$ cat src/rtl/rom_rd_pkg.sv
// rom_rd_pkg: shared definitions for the boot/BASIC ROM reader.
//   - ROM pin widths (19-bit byte address, 8-bit data).
//   - Controller state encodings (IDLE / ACC / REC / PFA).
//   - ROM page bases in 16 KB units, plus a helper that turns a page number
//     into a byte address.
package rom_rd_pkg;

   localparam int unsigned ROM_ADDR_W = 19;
   localparam int unsigned ROM_DATA_W = 8;

   // Controller states.
   localparam logic [1:0] StIdle = 2'd0;  // waiting for a request
   localparam logic [1:0] StAcc  = 2'd1;  // demand access, rom_ce_n low
   localparam logic [1:0] StRec  = 2'd2;  // recovery gap, rom_ce_n high
   localparam logic [1:0] StPfa  = 2'd3;  // sequential prefetch access

   // ROM page numbers, 16 KB each.
   localparam logic [1:0] BAS48  = 2'd0;
   localparam logic [1:0] TRDOS  = 2'd1;
   localparam logic [1:0] BAS128 = 2'd2;
   localparam logic [1:0] GLUK   = 2'd3;

   localparam int unsigned PAGE_SHIFT = 14;

   function automatic logic [ROM_ADDR_W-1:0] page_base(input logic [1:0] page);
      logic [ROM_ADDR_W-1:0] base;
      base = ROM_ADDR_W'(page) << PAGE_SHIFT;
      return base;
   endfunction

endpackage

$ cat src/rtl/rom_rd_timer.sv
// rom_rd_timer: 4-bit loadable down-counter with a zero flag.
// Shared by the access (ACC/PFA) and recovery (REC) phases of rom_reader.
//   fclk        in   clock
//   rst_n       in   asynchronous active-low reset
//   load_i      in   load load_val_i on this edge (overrides counting)
//   load_val_i  in   value to load
//   zero_o      out  counter is zero
// The counter decrements every clock until it reaches zero, then holds.
module rom_rd_timer (
   input  logic       fclk,
   input  logic       rst_n,
   input  logic       load_i,
   input  logic [3:0] load_val_i,
   output logic       zero_o
);

   logic [3:0] count_q;
   logic [3:0] count_d;

   always_comb begin
      count_d = count_q;
      if (load_i) begin
         count_d = load_val_i;
      end else if (count_q != 4'd0) begin
         count_d = count_q - 4'd1;
      end
   end

   always_ff @(posedge fclk or negedge rst_n) begin
      if (!rst_n) begin
         count_q <= 4'd0;
      end else begin
         count_q <= count_d;
      end
   end

   assign zero_o = (count_q == 4'd0);

endmodule

$ cat src/rtl/rom_reader.sv
// rom_reader: initiator-side controller for the asynchronous parallel boot ROM.
// Accepts byte reads from the memory arbiter, drives the ROM pins with
// programmable access/recovery timing and keeps a one-byte sequential
// prefetch buffer so linear opcode fetches return with 1-cycle latency.
//   fclk      in   system clock
//   rst_n     in   asynchronous active-low reset
//   req       in   read request; transfer on an edge where req && ready
//   req_addr  in   byte address, sampled with req
//   inval     in   1-cycle pulse clearing the prefetch buffer
//   ready     out  controller can accept a request this cycle
//   rd_valid  out  1-cycle pulse, rd_data holds the requested byte
//   rd_data   out  read data, held until the next rd_valid
//   rom_addr  out  ROM address pins (registered)
//   rom_ce_n  out  ROM chip enable, active low (registered)
//   rom_data  in   ROM data pins, valid after ACC_CYC clocks of ce_n low
module rom_reader
   import rom_rd_pkg::*;
#(
   parameter int unsigned ADDR_W   = ROM_ADDR_W,
   parameter int unsigned ACC_CYC  = 4,
   parameter int unsigned GAP_CYC  = 1,
   parameter int unsigned PREFETCH = 1
) (
   input  logic                  fclk,
   input  logic                  rst_n,
   input  logic                  req,
   input  logic [ADDR_W-1:0]     req_addr,
   input  logic                  inval,
   output logic                  ready,
   output logic                  rd_valid,
   output logic [ROM_DATA_W-1:0] rd_data,
   output logic [ADDR_W-1:0]     rom_addr,
   output logic                  rom_ce_n,
   input  logic [ROM_DATA_W-1:0] rom_data
);

   localparam logic [3:0]        ACC_LOAD = 4'(ACC_CYC - 1);
   localparam logic [3:0]        GAP_LOAD = 4'(GAP_CYC - 1);
   localparam logic [ADDR_W-1:0] ADDR_ONE = ADDR_W'(1);

   logic [1:0]            state_q,     state_d;
   logic [ADDR_W-1:0]     rom_addr_q,  rom_addr_d;
   logic                  rom_ce_n_q,  rom_ce_n_d;
   logic                  rd_valid_q,  rd_valid_d;
   logic [ROM_DATA_W-1:0] rd_data_q,   rd_data_d;
   logic [ROM_DATA_W-1:0] pf_buf_q,    pf_buf_d;
   logic [ADDR_W-1:0]     pf_addr_q,   pf_addr_d;
   logic                  pf_valid_q,  pf_valid_d;
   logic                  pend_q,      pend_d;       // aborted prefetch left a demand
   logic [ADDR_W-1:0]     pend_addr_q, pend_addr_d;
   logic                  pf_hit_q,    pf_hit_d;     // demand waits on running prefetch
   logic                  pf_next_q,   pf_next_d;    // REC should launch a prefetch
   logic                  pf_drop_q,   pf_drop_d;    // inval seen during this prefetch

   logic                  tmr_load;
   logic [3:0]            tmr_val;
   logic                  tmr_zero;

   logic                  accept;
   logic                  hit;
   logic                  pf_match;
   logic                  pf_take;

   rom_rd_timer u_timer (
      .fclk       (fclk),
      .rst_n      (rst_n),
      .load_i     (tmr_load),
      .load_val_i (tmr_val),
      .zero_o     (tmr_zero)
   );

   // While a demand is parked on the running prefetch, further requests are held
   // off so that response cannot be lost to an abort.
   assign ready    = (state_q == StIdle) || ((state_q == StPfa) && !pf_hit_q);
   assign accept   = req && ready;
   // inval on the same edge wins over a buffer hit.
   assign hit      = pf_valid_q && !inval && (req_addr == pf_addr_q);
   assign pf_match = (req_addr == rom_addr_q);
   assign pf_take  = pf_hit_q || (accept && pf_match);

   always_comb begin
      state_d     = state_q;
      rom_addr_d  = rom_addr_q;
      rom_ce_n_d  = rom_ce_n_q;
      rd_valid_d  = 1'b0;
      rd_data_d   = rd_data_q;
      pf_buf_d    = pf_buf_q;
      pf_addr_d   = pf_addr_q;
      pf_valid_d  = pf_valid_q;
      pend_d      = pend_q;
      pend_addr_d = pend_addr_q;
      pf_hit_d    = pf_hit_q;
      pf_next_d   = pf_next_q;
      pf_drop_d   = pf_drop_q;
      tmr_load    = 1'b0;
      tmr_val     = ACC_LOAD;

      if (inval) begin
         pf_valid_d = 1'b0;
      end

      unique case (state_q)
         StIdle: begin
            if (accept) begin
               rom_ce_n_d = 1'b0;
               tmr_load   = 1'b1;
               tmr_val    = ACC_LOAD;
               if (hit) begin
                  // Serve from the buffer and immediately fetch the next byte.
                  rd_data_d  = pf_buf_q;
                  rd_valid_d = 1'b1;
                  rom_addr_d = req_addr + ADDR_ONE;
                  pf_valid_d = 1'b0;
                  pf_drop_d  = 1'b0;
                  state_d    = StPfa;
               end else begin
                  rom_addr_d = req_addr;
                  state_d    = StAcc;
               end
            end
         end

         StAcc: begin
            if (tmr_zero) begin
               rd_data_d  = rom_data;
               rd_valid_d = 1'b1;
               rom_ce_n_d = 1'b1;
               tmr_load   = 1'b1;
               tmr_val    = GAP_LOAD;
               pf_next_d  = (PREFETCH != 0);
               state_d    = StRec;
            end
         end

         StRec: begin
            if (tmr_zero) begin
               if (pend_q) begin
                  pend_d     = 1'b0;
                  pf_next_d  = 1'b0;
                  rom_addr_d = pend_addr_q;
                  rom_ce_n_d = 1'b0;
                  tmr_load   = 1'b1;
                  tmr_val    = ACC_LOAD;
                  state_d    = StAcc;
               end else if (pf_next_q) begin
                  pf_next_d  = 1'b0;
                  rom_addr_d = rom_addr_q + ADDR_ONE;
                  rom_ce_n_d = 1'b0;
                  pf_valid_d = 1'b0;
                  pf_drop_d  = 1'b0;
                  tmr_load   = 1'b1;
                  tmr_val    = ACC_LOAD;
                  state_d    = StPfa;
               end else begin
                  state_d    = StIdle;
               end
            end
         end

         StPfa: begin
            if (inval) begin
               pf_drop_d = 1'b1;
            end
            if (tmr_zero) begin
               rom_ce_n_d = 1'b1;
               tmr_load   = 1'b1;
               tmr_val    = GAP_LOAD;
               state_d    = StRec;
               pf_hit_d   = 1'b0;
               if (!pf_drop_q && !inval) begin
                  pf_buf_d   = rom_data;
                  pf_addr_d  = rom_addr_q;
                  pf_valid_d = 1'b1;
               end
               // A demand for the prefetched byte counts as a hit: deliver it
               // and chain the next prefetch after recovery.
               if (pf_take) begin
                  rd_data_d  = rom_data;
                  rd_valid_d = 1'b1;
               end
               pf_next_d = pf_take;
               if (accept && !pf_match) begin
                  pend_d      = 1'b1;
                  pend_addr_d = req_addr;
               end
            end else if (accept) begin
               if (pf_match) begin
                  pf_hit_d = 1'b1;
               end else begin
                  // Abort: drop the prefetch, honour the full gap, then serve.
                  rom_ce_n_d  = 1'b1;
                  tmr_load    = 1'b1;
                  tmr_val     = GAP_LOAD;
                  pend_d      = 1'b1;
                  pend_addr_d = req_addr;
                  pf_next_d   = 1'b0;
                  state_d     = StRec;
               end
            end
         end

         default: begin
            state_d = StIdle;
         end
      endcase
   end

   always_ff @(posedge fclk or negedge rst_n) begin
      if (!rst_n) begin
         state_q     <= StIdle;
         rom_addr_q  <= '0;
         rom_ce_n_q  <= 1'b1;
         rd_valid_q  <= 1'b0;
         rd_data_q   <= '0;
         pf_buf_q    <= '0;
         pf_addr_q   <= '0;
         pf_valid_q  <= 1'b0;
         pend_q      <= 1'b0;
         pend_addr_q <= '0;
         pf_hit_q    <= 1'b0;
         pf_next_q   <= 1'b0;
         pf_drop_q   <= 1'b0;
      end else begin
         state_q     <= state_d;
         rom_addr_q  <= rom_addr_d;
         rom_ce_n_q  <= rom_ce_n_d;
         rd_valid_q  <= rd_valid_d;
         rd_data_q   <= rd_data_d;
         pf_buf_q    <= pf_buf_d;
         pf_addr_q   <= pf_addr_d;
         pf_valid_q  <= pf_valid_d;
         pend_q      <= pend_d;
         pend_addr_q <= pend_addr_d;
         pf_hit_q    <= pf_hit_d;
         pf_next_q   <= pf_next_d;
         pf_drop_q   <= pf_drop_d;
      end
   end

   assign rd_valid = rd_valid_q;
   assign rd_data  = rd_data_q;
   assign rom_addr = rom_addr_q;
   assign rom_ce_n = rom_ce_n_q;

endmodule

$ cat config.mk
export PLATFORM = sky130hd
export DESIGN_NAME = rom_reader
export DESIGN_NICKNAME = d
export VERILOG_FILES = /design/src/rtl/rom_rd_pkg.sv /design/src/rtl/rom_rd_timer.sv /design/src/rtl/rom_reader.sv
export SDC_FILE = /design/constraint.sdc
export NUM_CORES = 1
export LEC_CHECK = 0
export BUFFER_PORTS_ARGS = -buffer_cell sky130_fd_sc_hd__clkbuf_2
export CAP_MARGIN = 20
export CORE_UTILIZATION = 44
export CTS_BUF_LIST = sky130_fd_sc_hd__clkbuf_4
export CTS_CLUSTER_SIZE = 40
export DETAILED_ROUTE_END_ITERATION = 6
export PLACE_DENSITY = 0.59
export SLEW_MARGIN = 20
export SYNTH_ARGS = -nofsm -noshare
export SYNTH_HDL_FRONTEND = slang
export SYNTH_SLANG_ARGS = --single-unit
$ cat constraint.sdc
create_clock -name fclk -period 3.5 [get_ports fclk]
set_clock_uncertainty 0.2 [all_clocks]
set_input_delay 0.875 -clock fclk [delete_from_list [all_inputs] [get_ports fclk]]
set_output_delay 0.875 -clock fclk [all_outputs]
set_load 0.01 [all_outputs]
# Yosys cells after proc, flatten, opt, wreduce, memory -nomap -nowiden
# Index checks and enable logic that the tools add are counted.
# word_totals
reg_bits,86
inputBits,31
out_inout_bits,30
word_cells,154
# op_classes
addsub,3
eq_ne,20
muxes,82
n_reduce_logical,35
# ops
operator,count
19-bit 2-to-1 mux,9
1-bit 2-to-1 mux,42
8-bit 2-to-1 mux,5
19-bit by 1-bit adder with 19-bit output (second input constant),2
19-bit equality test,2
19-bit case mux with 2 select lines,1
2-bit 2-to-1 mux,13
8-bit case mux with 3 select lines,1
2-bit inequality test (second input constant),10
5-bit AND reduction,3
1-bit case mux with 3 select lines,4
4-bit case mux with 3 select lines,1
6-bit AND reduction,2
2-bit nonzero test,5
3-bit inequality test (second input constant),3
3-bit nonzero test,3
4-bit 2-to-1 mux,2
1-bit case mux with 4 select lines,2
2-bit case mux with 4 select lines,1
4-bit AND reduction,2
1-bit logical AND,7
7-bit AND reduction,1
3-bit AND reduction,2
2-bit equality test (second input constant),2
other kinds (11),15

# Logic depth before layout (Yosys ltp)
# Gate-level depths: netlist (run 1).
# logic_depth
word_depth,9
depth_mapped,10
depth_no_buf,8

# Modules after synthesis
# Synthesis (run 1) repeated with hierarchy kept, for this count alone.
# hier_totals
hier_cells,566
area_unflattened_um2,5592.9
# by_module_without_submodules
module,n_inst,cells_per_inst,area_each_um2,seq_area_each_um2
rom_reader,1,544,5358.9,2053.2
rom_rd_timer,1,22,234.0,100.1

# Least setup slack after synthesis (run 1)
# OpenSTA, ideal clock, no wires.
# synth_timing
kind,input -> register
startpoint,input port req_addr[6]
endpoint,"register rd_data_q[0], in the netlist rd_data[0]"
arrival_ns,2.629
required_time_ns,3.175
setup_slack_ns,0.546
stages,7
path_buffers,1
path_cell_list,buf_6 -> xor2_1 -> nor4_2 -> nand2_1 -> o31a_1 -> nor4_4 -> mux2_2
# synth_between
elab_chain_cells,5
word_cells_on_any_way,8
classes_between,4 x eq/ne; 4 x reduce/logical
# synth_lines
element,line_no,source
start: declaration,rom_reader.sv:27,"input logic [ADDR_W-1:0] req_addr,"
19-bit equality test,rom_reader.sv:78,assign pf_match = (req_addr == rom_addr_q);
1-bit logical AND,rom_reader.sv:79,assign pf_take = pf_hit_q || (accept && pf_match);
1-bit logical OR,rom_reader.sv:79,
2-bit inequality test (no line),-,
6-bit AND reduction (no line) (*),-,
end signal: assignment,rom_reader.sv:228,rd_data_q <= rd_data_d;
end: declaration,rom_reader.sv:45,"logic [ROM_DATA_W-1:0] rd_data_q, rd_data_d;"
# Mark *: on every way between the ends. The rest lies on a longest branch, timed or not.
# A chain may end at the register's enable or synchronous reset.

# Final worst setup path (run 1)
# layout_timing
startpoint,input port req_addr[16]
endpoint,"register rom_addr_q[7], in the netlist rom_addr[7]"
# layout_between
elab_chain_cells,5
# layout_lines
element,line_no,source
19-bit equality test,rom_reader.sv:77,assign hit = pf_valid_q && !inval && (req_addr == pf_addr_q);
1-bit logical AND,rom_reader.sv:77,
19-bit 2-to-1 mux,rom_reader.sv:108,if (hit) begin
19-bit 2-to-1 mux,rom_reader.sv:104,if (accept) begin
19-bit case mux with 2 select lines,rom_reader.sv:102,unique case (state_q)
end signal: assignment,rom_reader.sv:225,rom_addr_q <= rom_addr_d;
end: declaration,rom_reader.sv:42,"logic [ADDR_W-1:0] rom_addr_q, rom_addr_d;"
# Every way passes these cells. The select of a mux whose other input is x is not followed.

==> summary.txt, run 1 <==
Status
  – Outcome: finished clean

Global route
  – Vias in the first global route: 4527
  – Met1 Use GR: 35.19%
  – Global Route met2 Usage: 39.47%
  – Total track usage: 25.36%
  – Busiest layer in global routing: met2
  – Grt total ovfl: 0
  – Met3 Usage GRT: 3.888%
  – First-pass GRT wire length: 24630 um
  – Largest net degree at the start of global routing: 52
  – Initial antenna violation count: 0

STA
  – Tcrit/Tclk final: 86.32%
  – RSZ-0062 raised after global routing: no
  – Final hold vios: 0
  – Worst Tran Pin Value: 0.6990 ns
  – Final Max Slew Viols: 0
  – Final setup viols: 0
  – TNS Setup: 0 ns
  – Post-layout minimum cycle time: 3.021 ns
  – Max transition margin: 53.19%
  – Max frequency: 331.0 MHz

Yosys
  – Post-synthesis register bit count: 86
  – Mapped Nets: 597
  – Synth Instances: 558
  – Seq/Total Area, Yosys: 40.05%
  – Most common cell in the netlist: dfrtp_1
  – Synth top area share: 39.56%
  – Post-synth top area cell: dfrtp_1
  – Distinct cells, synth: 58
  – Synthesized cell area: 0.005376 sq mm
  – Top post-synthesis cells by area: dfrtp_1, mux2_2, xnor2_1, xor2_1, o21ai_0
  – Syn avg cell area: 9.635 sq um
  – Post-synth EDFFs: 0
  – Ys flop type: dfrtp_1
  – Ys Warns: 0
  – Most frequent cells after synthesis: dfrtp_1, mux2_2, clkbuf_1
  – Asr flop ratio synth: 100.0%

Critical path
  – Setup CP Type: primary input to flop
  – Worst EP arrival: 3.26 ns
  – Crit path max fanout: 19
  – CP most frequent cell: nand3_1
  – CP Cell Sequence: clkbuf_2 -> xor2_1 -> nor4_1 -> nand3_1 -> buf_4 -> or2_1 -> or4_1 -> nand3_1
  – Crit path required time: 3.74 ns
  – Setup crit start kind: primary input
  – R2R depth: 6
  – Slowest CP cell: nor4_1
  – Worst path max stage delay: 0.61 ns
  – Setup crit end kind: flop

Power
  – Clock power frac: 10.9%
  – Sw Share: 44.11%
  – Reg power frac: 38.2%
  – LEAKAGE: 2.520 nW
  – Final Power: 5.016 mW
  – NetSw: 2.212 mW
  – Comb power frac: 50.9%
  – Pwr dens: 842.3 mW/mm^2
  – Max VDD drop: 0.0003059 V
  – Internal power: 2.803 mW

Detailed routing
  – Wire per inst: 19.93 um
  – Vias per inst: 6.052
  – Via count: 4569
  – Drt first pass iters: 5
  – DRT iter0 DRCs: 279
  – Antenna Nets Post-Route: 0
  – Post-Route WL: 15040 um
  – Post-route DRC: 0

Cells and area
  – Final net count: 642
  – Filler cells: 1110
  – Multi-input logic area: 0.002983 sq mm
  – Layout cells sized above 1: 27.47%
  – Register Area: 0.002153 sq mm
  – # diodes: 0
  – Layout area overhead: 10.75%

Floorplan
  – Initial core utilization: 44.95%
  – # IOs: 61
  – Die area: 0.01267 sq mm
  – FP Rows: 40
  – CORE AREA: 0.01196 sq mm
  – Die height: 112.5 um
  – Die W: 112.5 um

Clock network
  – Root buf cell: clkbuf_4
  – Setup bufs post-CTS: 0
  – Clk slew on worst S/H paths: 0.15 ns
  – CTS Buf Count: 9
  – Clk buf depth: 2
  – # hold bufs at CTS: 0
  – Clock latency on the worst-skew pair: 0.50 ns
  – # clock sinks: 86
  – Cts repair resizes: 0
  – TritonCTS clock tree: yes
  – Htree depth: 3

Place
  – IO buf count: 60
  – Placer Congestion: 0.8697
  – Hpwl dp: 10670 um

Min path
  – Hold crit path type: primary input to async pin

Flow run
  – Max_cap viols: 0
[flip-flops by register name, summed over array words and instances (netlist names), 2 cells and up]
name	count
u_timer.count_q	4
rom_addr	19
pf_buf_q	8
rd_data	8
state_q	2
pend_addr_q	19
pf_addr_q	19
[path summary, 6_finish.rpt]
check,slack (ns),end,start
worst min register to register,0.28,rom_ce_n$_DFFE_PN1P_,rom_ce_n$_DFFE_PN1P_
worst min-delay path,0.21,pf_addr_q[6]$_DFFE_PN0P_,rst_n
min in group fclk,0.28,rom_ce_n$_DFFE_PN1P_,rom_ce_n$_DFFE_PN1P_
max in group asynchronous,2.17,rom_ce_n$_DFFE_PN1P_,rst_n
worst max register to register,0.50,pf_addr_q[3]$_DFFE_PN0P_,u_timer.count_q[0]$_DFFE_PN0P_
worst max-delay path,0.48,rom_addr[7]$_DFFE_PN0P_,req_addr[16]
[cells by family after synthesis]
group           after synthesis  synth area share (%)
fa+ha+maj                     8                 1.862
compound gates              117                 13.96
buf+inv                      60                 4.538
flops                        86                 40.05
simple gates                167                 16.99
mux                          69                 14.29
xor+xnor                     51                 8.308
[critical path, delay by kind of cell]
family                    cells  cell delay [ns]
buffers and inverters         2             0.41
xor gates and xnor gates      1             0.24
and+or+nand+nor               5             1.73
[final cells by class]
cell class,instances,area share [%]
repair buffers,78,7.565
flip-flops and latches,86,36.16
clock inverters,7,0.9456
multi-input cells,412,50.09
inverters,16,1.009
clock buffers,9,1.135
well taps,147,3.089
[stage by stage]
stage          hold slack [ns]  instances  util [%]  instance area (sq um)  setup slack, ns
2_1_floorplan           0.2644        558         -                   5376           0.5464
3_3_place_gp            0.2557        739     48.74                   5831         -0.05406
3_5_place_dp            0.2615        739     48.74                   5831         -0.03808
4_1_cts                 0.2179        755     49.78                   5954           0.4738
5_1_grt                 0.2531        755     49.78                   5954           0.3785
6_report                0.2086        755     49.78                   5954           0.4787
[layout by cell type, fill, tap and decap left out, types with 7 or more instances in the layout]
cell       n
nor3_1    18
clkbuf_2  59
a31oi_1    7
xnor2_1   32
clkbuf_4   9
mux2i_1    7
inv_1     16
o21ai_0   31
nor2_1    25
nand3_1   18
xor2_1    19
nand4_1   13
and3_1     8
dfrtp_1   85
nand2_1   34
ha_1       8
nor4_1    10
mux2_2    62
a21oi_1   29
buf_4     18
[routing by layer]
layer  up-vias  wire length, um
met5         -                0
met4         0              362
met3        31              846
met2       147             6981
met1      2275             6854
li1       2116                -
[power by group through the flow]
stage	registers (mW)	logic (mW)	clock network [mW]
3_5_place_dp	1.93	2.53	0
4_1_cts	1.91	2.54	0.561
5_1_grt	1.99	2.82	0.596
6_report	1.92	2.55	0.546
3_3_place_gp	1.91	2.49	0
2_1_floorplan	1.81	1.84	0
No activity file was read; power rests on OpenSTA's default activity.
==> run 2, diff against run 1 <==
--- a/config.mk
+++ b/config.mk
@@ -15,4 +15,5 @@
 export SLEW_MARGIN = 20
 export SYNTH_ARGS = -nofsm -noshare
 export SYNTH_HDL_FRONTEND = slang
+export SYNTH_HIERARCHICAL = 1
 export SYNTH_SLANG_ARGS = --single-unit
==> constraint.sdc (replaced) <==
create_clock -name fclk -period 3.8 [get_ports fclk]
set_clock_uncertainty 0.2 [all_clocks]
set_input_delay 0.95 -clock fclk [delete_from_list [all_inputs] [get_ports fclk]]
set_output_delay 0.95 -clock fclk [all_outputs]
set_load 0.01 [all_outputs]
==> run 2 against run 1 <==
Against the previous run: worst setup slack improved by 0.19 ns; cell area rose by 2.6%; critical path depth unchanged; flip-flop and latch count is the same; wire length shrank 2.2%; non-clock buffer count is 5 lower; clock power down 5.9%; final cell count up 3.0%; synthesized cell count rose by 1.4%; critical endpoint is now u_timer/count_q[3]$_DFFE_PN0P_; die area grew 4.0%; core utilization grew 0.27 points; clock-buffer cell count unchanged.
==> summary.txt, run 2 <==
Yosys
  – Post-synth top area cell: dfrtp_1 (unchanged)
  – Syn avg cell area: 9.881 sq um (was 9.635 sq um)
  – Post-Synth Simple-Gate Area: 17.83% (was 16.99%)
  – Ys Warns: 6 (was 0)
  – Post-synth EDFFs: 0 (unchanged)
  – Synth top area share: 38.03% (was 39.56%)
  – Compound-Gate Fraction of Synth Area: 12.73% (was 13.96%)
  – Synthesized cell area: 0.005593 sq mm (was 0.005376 sq mm)
  – Asr flop ratio synth: 100.0% (unchanged)
  – Post-synthesis register bit count: 86 (unchanged)
  – Adder-Cell Fraction of Synth Area: 2.013% (was 1.862%)
  – Largest family of logic cells by synthesized area: simple AND/OR/NAND/NOR gates (unchanged)
  – Seq/Total Area, Yosys: 38.50% (was 40.05%)
  – Top post-synthesis cells by area: dfrtp_1, mux2_2, xnor2_1, o21ai_0, nand3_1 (was dfrtp_1, mux2_2, xnor2_1, xor2_1, o21ai_0)
  – Most common cell in the netlist: dfrtp_1 (unchanged)
  – Synth Area in XOR/XNOR: 7.785% (was 8.308%)
  – Synth Instances: 566 (was 558)
  – Ys flop type: dfrtp_1 (unchanged)
  – Distinct cells, synth: 69 (was 58)
  – Most frequent cells after synthesis: dfrtp_1, mux2_2, xnor2_1 (was dfrtp_1, mux2_2, clkbuf_1)
  – Mux contribution to synthesized area: 15.68% (was 14.29%)

Detailed routing
  – Antenna Nets Post-Route: 0 (unchanged)
  – DRT iter0 DRCs: 371 (was 279)
  – Drt first pass iters: 5 (unchanged)
  – Wire per inst: 18.91 um (was 19.93 um)
  – Post-route DRC: 0 (unchanged)
  – Vias per inst: 5.825 (was 6.052)
  – Post-Route WL: 14720 um (was 15040 um)
  – Via count: 4532 (was 4569)

STA
  – Final setup viols: 0 (unchanged)
  – Final hold vios: 0 (unchanged)
  – Final Max Slew Viols: 0 (unchanged)
  – Worst Tran Pin Value: 0.7945 ns (was 0.6990 ns)
  – Tcrit/Tclk final: 82.52%
  – Max frequency: 318.9 MHz
  – TNS Setup: 0 ns (unchanged)
  – RSZ-0062 raised after global routing: no (unchanged)
  – Post-layout minimum cycle time: 3.136 ns
  – Max transition margin: 46.59% (was 53.19%)

Clock network
  – Clk buf depth: 2 (unchanged)
  – Setup bufs post-CTS: 0 (unchanged)
  – # hold bufs at CTS: 0 (unchanged)
  – CTS Buf Count: 9 (unchanged)
  – Htree depth: 3 (unchanged)
  – # clock sinks: 86 (unchanged)
  – TritonCTS clock tree: yes (unchanged)
  – Cts repair resizes: 0 (unchanged)
  – Root buf cell: clkbuf_4 (unchanged)
  – Clock latency on the worst-skew pair: 0.49 ns (was 0.50 ns)
  – Clk slew on worst S/H paths: 0.16 ns (was 0.15 ns)

Min path
  – Hold crit path type: primary input to async pin (unchanged)

Cells and area
  – Layout cells sized above 1: 29.18% (was 27.47%)
  – Commonest cells after routing, fill and taps aside: dfrtp_1, mux2_2, clkbuf_2 (unchanged)
  – Non-Filler Instances: 778 (was 755)
  – # diodes: 0 (unchanged)
  – Layout area overhead: 9.284% (was 10.75%)
  – Filler cells: 1158 (was 1110)
  – Final net count: 645 (was 642)
  – Commonest non-fill, non-tap cell in the layout: dfrtp_1 (unchanged)

Place
  – Hpwl dp: 10460 um (was 10670 um)
  – Placed insts: 762 (was 739)
  – IO buf count: 60 (unchanged)
  – Placer Congestion: 0.8722 (was 0.8697)

Floorplan
  – Die W: 114.7 um (was 112.5 um)
  – Die height: 114.7 um (was 112.5 um)
  – # IOs: 61 (unchanged)
  – CORE AREA: 0.01221 sq mm (was 0.01196 sq mm)
  – FP Rows: 40 (unchanged)
  – Die area: 0.01317 sq mm (was 0.01267 sq mm)
  – Initial core utilization: 45.80% (was 44.95%)

Critical path
  – Crit path max fanout: 13 (was 19)
  – Setup CP Type: flop to flop (was primary input to flop)
  – Crit path required time: 3.97 ns (was 3.74 ns)
  – Worst EP arrival: 3.30 ns (was 3.26 ns)
  – Setup crit start kind: flop (was primary input)
  – Setup crit end kind: flop (unchanged)

Power
  – Final Power: 4.687 mW (was 5.016 mW)
  – LEAKAGE: 2.616 nW (was 2.520 nW)
  – Max VDD drop: 0.0004400 V (was 0.0003059 V)
  – Pwr dens: 766.9 mW/mm^2 (was 842.3 mW/mm^2)

Global route
  – Total track usage: 24.19% (was 25.36%)
  – Grt total ovfl: 0 (unchanged)
  – Met1 Use GR: 33.93% (was 35.19%)
  – Largest net degree at the start of global routing: 51 (was 52)
  – Met3 Usage GRT: 5.377% (was 3.888%)
  – Vias in the first global route: 4416 (was 4527)
  – Global Route met2 Usage: 37.13% (was 39.47%)
  – Busiest layer in global routing: met2 (unchanged)
  – First-pass GRT wire length: 24000 um (was 24630 um)
  – Initial antenna violation count: 0 (unchanged)

Status
  – Outcome: finished clean (unchanged)

Flow run
  – Max_cap viols: 0 (unchanged)
run 2: changes by cell type in the layout (fill, tap and decap cells not counted), sizes merged, moves of 3 or more:
cell    previous run  this run
nand3             18        29
mux2              62        69
nor2              25        28
buf               19        14
nand4             13        19
o221ai             5         1
clkinv             4         1
xnor2             32        41
nor4              13         3
o31ai              5         2
a221oi             5         2
xor2              19         7
run 2: metal layers:
metal	part of all wire, %	up-vias
met4	1.9	0
li1	-	2119
met5	0	-
met3	6.2	21
met2	45	155
met1	46	2237
run 2: cell families (layout without fill, tap and decap cells):
| family | count (synthesis) | count (layout) |
|---|---|---|
| compound gates | 111 | 111 |
| xor+xnor | 48 | 48 |
| fa+ha+maj | 9 | 9 |
| other cells | 1 | 2 |
| flops | 86 | 86 |
| mux | 76 | 76 |
| simple gates | 174 | 174 |
| buf+inv | 61 | 104 |
run 2: area by class of cell:
cell class	instances	area (sq um)	area share [%]
timing repair buffer	73	400.4	6.551
inverter	15	56.30	0.9212
multi-input combinational	420	3161	51.71
tap	168	210.2	3.439
sequential	86	2153	35.23
clock buffer	9	67.56	1.105
clock inverter	7	63.81	1.044
run 2: stage by stage:
step	worst slack (ns)	hold WS, ns	util, %	instance area, sq um
floorplan	0.7145	0.2714	-	5597
finish	0.6641	0.2628	50.05	6112
global placement	0.4562	0.2834	48.98	5981
CTS	0.6579	0.2551	50.05	6112
global route	0.4086	0.2705	50.05	6112
detailed placement	0.3791	0.2907	48.98	5981
run 2: final timing paths:
check,startpoint,cells past startpoint,slack (ns),end
min in group fclk,pend_addr_q[3]$_DFFE_PN0P_,1,0.31,pend_addr_q[3]$_DFFE_PN0P_
hold / removal,rst_n,1,0.26,rom_addr[15]$_DFFE_PN0P_
hold reg to reg,pend_addr_q[3]$_DFFE_PN0P_,1,0.31,pend_addr_q[3]$_DFFE_PN0P_
setup / recovery,state_q[1]$_DFFE_PN0P_,8,0.66,u_timer/count_q[3]$_DFFE_PN0P_
max in group asynchronous,rst_n,2,2.38,rom_addr[6]$_DFFE_PN0P_
setup reg to reg,state_q[1]$_DFFE_PN0P_,8,0.66,u_timer/count_q[3]$_DFFE_PN0P_
run 2: critical path: stages, from the launching register on:
cell      delay [ns]
dfrtp_1         0.45
ha_1            0.45
nor2b_1         0.28
o21ai_0         0.28
a211oi_4        0.31
a211oi_1        0.08
a21oi_1         0.50
nor3_1          0.11
a221o_1         0.34
run 2: power by group:
part	switching (mW)	internal, mW	total (mW)
combinational	1.24	1.16	2.41
clock	0.365	0.148	0.514
sequential	0.445	1.32	1.77
==> run 3, diff against run 2 <==
--- a/config.mk
+++ b/config.mk
@@ -5,13 +5,14 @@
 export SDC_FILE = /design/constraint.sdc
 export NUM_CORES = 1
 export LEC_CHECK = 0
+export ABC_AREA = 1
 export BUFFER_PORTS_ARGS = -buffer_cell sky130_fd_sc_hd__clkbuf_2
 export CAP_MARGIN = 20
 export CORE_UTILIZATION = 44
 export CTS_BUF_LIST = sky130_fd_sc_hd__clkbuf_4
 export CTS_CLUSTER_SIZE = 40
 export DETAILED_ROUTE_END_ITERATION = 6
-export PLACE_DENSITY = 0.59
+export PLACE_DENSITY = 0.61
 export SLEW_MARGIN = 20
 export SYNTH_ARGS = -nofsm -noshare
 export SYNTH_HDL_FRONTEND = slang
==> constraint.sdc (replaced) <==
create_clock -name fclk -period 2.64 [get_ports fclk]
set_clock_uncertainty 0.2 [all_clocks]
set_input_delay 0.66 -clock fclk [delete_from_list [all_inputs] [get_ports fclk]]
set_output_delay 0.66 -clock fclk [all_outputs]
set_load 0.01 [all_outputs]
==> run 3 against run 2 <==
Against the previous run: highest routed layer unchanged; synthesized area is 12% higher; die area is 12% higher; via count is 37% higher; clock power is 37% higher; first-iteration DRC count is 56% higher; power is 61% higher; synthesized cell count is 68% higher; final cell count is 54% higher; critical endpoint is now ready.
==> summary.txt, run 3 <==
Status
  – Outcome: finished clean (unchanged)

Global route
  – Initial antenna violation count: 1 (was 0)
  – Total track usage: 27.54% (was 24.19%)
  – Largest net degree at the start of global routing: 44 (was 51)
  – Vias in the first global route: 5608 (was 4416)
  – Grt total ovfl: 0 (unchanged)
  – First-pass GRT wire length: 30710 um (was 24000 um)

STA
  – Min Hold Slack: 0.2124 ns (was 0.2628 ns)
  – Final hold vios: 0 (unchanged)
  – RSZ-0062 raised after global routing: no (unchanged)
  – Max frequency: 399.8 MHz
  – Final Max Slew Viols: 0 (unchanged)
  – TNS Setup: 0 ns (unchanged)
  – Final setup viols: 0 (unchanged)
  – Post-layout minimum cycle time: 2.501 ns
  – Tcrit/Tclk final: 94.74%
  – Worst Tran Pin Value: 0.4966 ns (was 0.7945 ns)
  – Max transition margin: 66.03% (was 46.59%)

Critical path
  – Setup CP Type: flop to output port (was flop to flop)
  – Crit path max fanout: 5 (was 13)
  – Buffers & Inverters on Critical Path: 3 (was 0)
  – Setup crit start kind: flop (unchanged)
  – Crit path max-delay family: flip-flops (was compound AO/OA/AOI/OAI gates)
  – CP most frequent cell: inv_1
  – Crit path required time: 1.78 ns (was 3.97 ns)
  – Worst path max stage delay: 0.44 ns (was 0.50 ns)
  – Slowest CP cell: dfrtp_1 (was a21oi_1)
  – Worst EP arrival: 1.64 ns (was 3.30 ns)
  – CP Cell Sequence: inv_1 -> ha_2 -> inv_1 -> nand2_2 -> clkbuf_2 (was ha_1 -> nor2b_1 -> o21ai_0 -> a211oi_4 -> a211oi_1 -> a21oi_1 -> nor3_1 -> a221o_1)
  – Setup crit end kind: output port (was flop)

Yosys
  – Synth top area share: 33.95% (was 38.03%)
  – Post-synth EDFFs: 0 (unchanged)
  – Ys Warns: 6 (unchanged)
  – Synth Instances: 949 (was 566)
  – Most frequent cells after synthesis: nand2_1, nor2_1, dfrtp_1 (was dfrtp_1, mux2_2, xnor2_1)
  – Most common cell in the netlist: nand2_1 (was dfrtp_1)
  – Post-synthesis register bit count: 86 (unchanged)
  – Asr flop ratio synth: 100.0% (unchanged)
  – Seq/Total Area, Yosys: 34.37% (was 38.50%)
  – Syn avg cell area: 6.603 sq um (was 9.881 sq um)
  – Distinct cells, synth: 42 (was 69)
  – Top post-synthesis cells by area: dfrtp_1, nand2_1, nor2_1, inv_1, nand3_1 (was dfrtp_1, mux2_2, xnor2_1, o21ai_0, nand3_1)
  – Post-synth top area cell: dfrtp_1 (unchanged)
  – Ys flop type: dfrtp_1 (unchanged)
  – Synthesized cell area: 0.006266 sq mm (was 0.005593 sq mm)

Detailed routing
  – Post-Route WL: 19050 um (was 14720 um)
  – Post-route DRC: 0 (unchanged)
  – Antenna Nets Post-Route: 0 (unchanged)
  – Via count: 6213 (was 4532)
  – Wire per inst: 15.86 um (was 18.91 um)
  – DRT iter0 DRCs: 580 (was 371)
  – Drt first pass iters: 5 (unchanged)
  – Vias per inst: 5.173 (was 5.825)

Clock network
  – Htree depth: 3 (unchanged)
  – Clk buf depth: 2 (unchanged)
  – Root buf cell: clkbuf_4 (unchanged)
  – Clock latency on the worst-skew pair: 0.48 ns (was 0.49 ns)
  – Clk slew on worst S/H paths: 0.15 ns (was 0.16 ns)
  – CTS Buf Count: 9 (unchanged)
  – # clock sinks: 86 (unchanged)
  – TritonCTS clock tree: yes (unchanged)

Floorplan
  – Die W: 121.3 um (was 114.7 um)
  – Initial core utilization: 45.14% (was 45.80%)
  – Die height: 121.3 um (was 114.7 um)
  – FP Rows: 43 (was 40)
  – CORE AREA: 0.01388 sq mm (was 0.01221 sq mm)
  – Die area: 0.01472 sq mm (was 0.01317 sq mm)
  – # IOs: 61 (unchanged)

Power
  – Internal power: 3.678 mW (was 2.633 mW)
  – Pwr dens: 1081 mW/mm^2 (was 766.9 mW/mm^2)
  – Max VDD drop: 0.0004499 V (was 0.0004400 V)
  – Clock power frac: 9.3% (was 11.0%)
  – LEAKAGE: 3.675 nW (was 2.616 nW)
  – NetSw: 3.882 mW (was 2.054 mW)
  – Reg power frac: 31.6% (was 37.7%)
  – Sw Share: 51.35% (was 43.83%)
  – Comb power frac: 59.0% (was 51.4%)

Place
  – Hpwl dp: 14070 um (was 10460 um)
  – Placer Congestion: 0.9544 (was 0.8722)
  – IO buf count: 60 (unchanged)

Cells and area
  – Final net count: 1056 (was 645)
  – Commonest cells after routing, fill and taps aside: nand2_1, nor2_1, dfrtp_1 (was dfrtp_1, mux2_2, clkbuf_2)
  – Util after Layout: 50.38% (was 50.05%)
  – Filler cells: 1481 (was 1158)
  – Layout cells sized above 1: 16.86% (was 29.18%)
  – Commonest non-fill, non-tap cell in the layout: nand2_1 (was dfrtp_1)
  – Layout area overhead: 11.60% (was 9.284%)

Flow run
  – Max_cap viols: 0 (unchanged)

Min path
  – Hold crit path type: primary input to flop (was primary input to async pin)
[run 3: cell count changes in the layout (fill, tap and decap cells not counted), moves of 18 or more]
cell,change
nand2_1,+304
nor2_1,+84
inv_1,+69
mux2_2,-61
xnor2_1,-33
nand3_1,+27
xor2_1,+21
o21ai_1,+20
buf_4,+18
[run 3: per-stage QoR]
stage          power (mW)  instance area (sq um)  setup slack (ns)  cells
2_1_floorplan       5.419                   6270            0.2742    950
3_3_place_gp        6.790                   6873           0.02795   1184
3_5_place_dp        6.835                   6873           0.03006   1184
4_1_cts             7.556                   6988           0.03858   1200
5_1_grt             8.233                   6993           0.01888   1201
6_report            7.560                   6993            0.1388   1201
[run 3: logic make-up after synthesis]
group / count (synthesis) / share of synthesized area [%]
AND/OR/NAND/NOR: 552 / 37.60
buffers and inverters: 144 / 10.02
AO/OA/AOI/OAI: 123 / 11.40
flip-flops: 86 / 34.37
XOR/XNOR: 34 / 4.752
adder cells (fa/ha/maj): 9 / 1.797
other: 1 / 0.05985
[run 3: path summary, 6_finish.rpt]
path                                                 from                  endpoint  slack, ns  cells after the start
max                                state_q[0]$_DFFE_PN0P_                     ready       0.14                      5
min reg2reg                          rom_ce_n$_DFFE_PN1P_      rom_ce_n$_DFFE_PN1P_       0.28                      2
max reg2reg                u_timer/count_q[0]$_DFFE_PN0P_  rom_addr[15]$_DFFE_PN0P_       0.17                     11
min                                           rom_data[7]   pf_buf_q[7]$_DFFE_PN0P_       0.21                      3
min in group asynchronous                           rst_n  rom_addr[14]$_DFFE_PN0P_       0.42                      2
max in group asynchronous                           rst_n      rom_ce_n$_DFFE_PN1P_       1.17                      3
[run 3: final cells by class]
cell class / count / area, sq um / area share [%]
clock inverters: 6 / 37.54 / 0.5368
clock buffers: 9 / 67.56 / 0.9662
inverters: 103 / 387.9 / 5.547
repair buffers: 96 / 625.6 / 8.946
multi-input cells: 720 / 3493 / 49.96
flip-flops and latches: 86 / 2153 / 30.79
diodes: 1 / 2.502 / 0.03578
well taps: 180 / 225.2 / 3.221
[run 3: power groups by stage]
stage	combinational [mW]	sequential [mW]	clock [mW]
CTS	4.44	2.39	0.723
global placement	4.38	2.41	0
detailed placement	4.42	2.42	0
floorplan	3.03	2.39	0
global route	5.00	2.47	0.767
finish	4.46	2.39	0.706
[run 3: what timing repair did]
item,4_1_cts,5_1_grt
buffers inserted,0,0
resized for setup,0,1
endpoints found under the hold margin,28,0
hold buffers,1,0
setup endpoints to repair,0,1
[run 3: worst reg2reg max path: stages (launching register included)]
cell and delay, ns:
dfrtp_1 0.40, inv_1 0.13, ha_1 0.24, nand2_1 0.09
inv_1 0.07, inv_1 0.05, nand2_2 0.10, nand2_1 0.13
nor3_2 0.33, inv_2 0.29, a21oi_1 0.27, a21oi_2 0.08
[run 3: metal layers]
metal,vias up,GRT usage (%),routed length [um]
met4,0,10.88,524
met5,-,0,0
li1,3112,-,-
met1,2854,39.47,8781
met3,41,3.571,1154
met2,206,41.73,8592
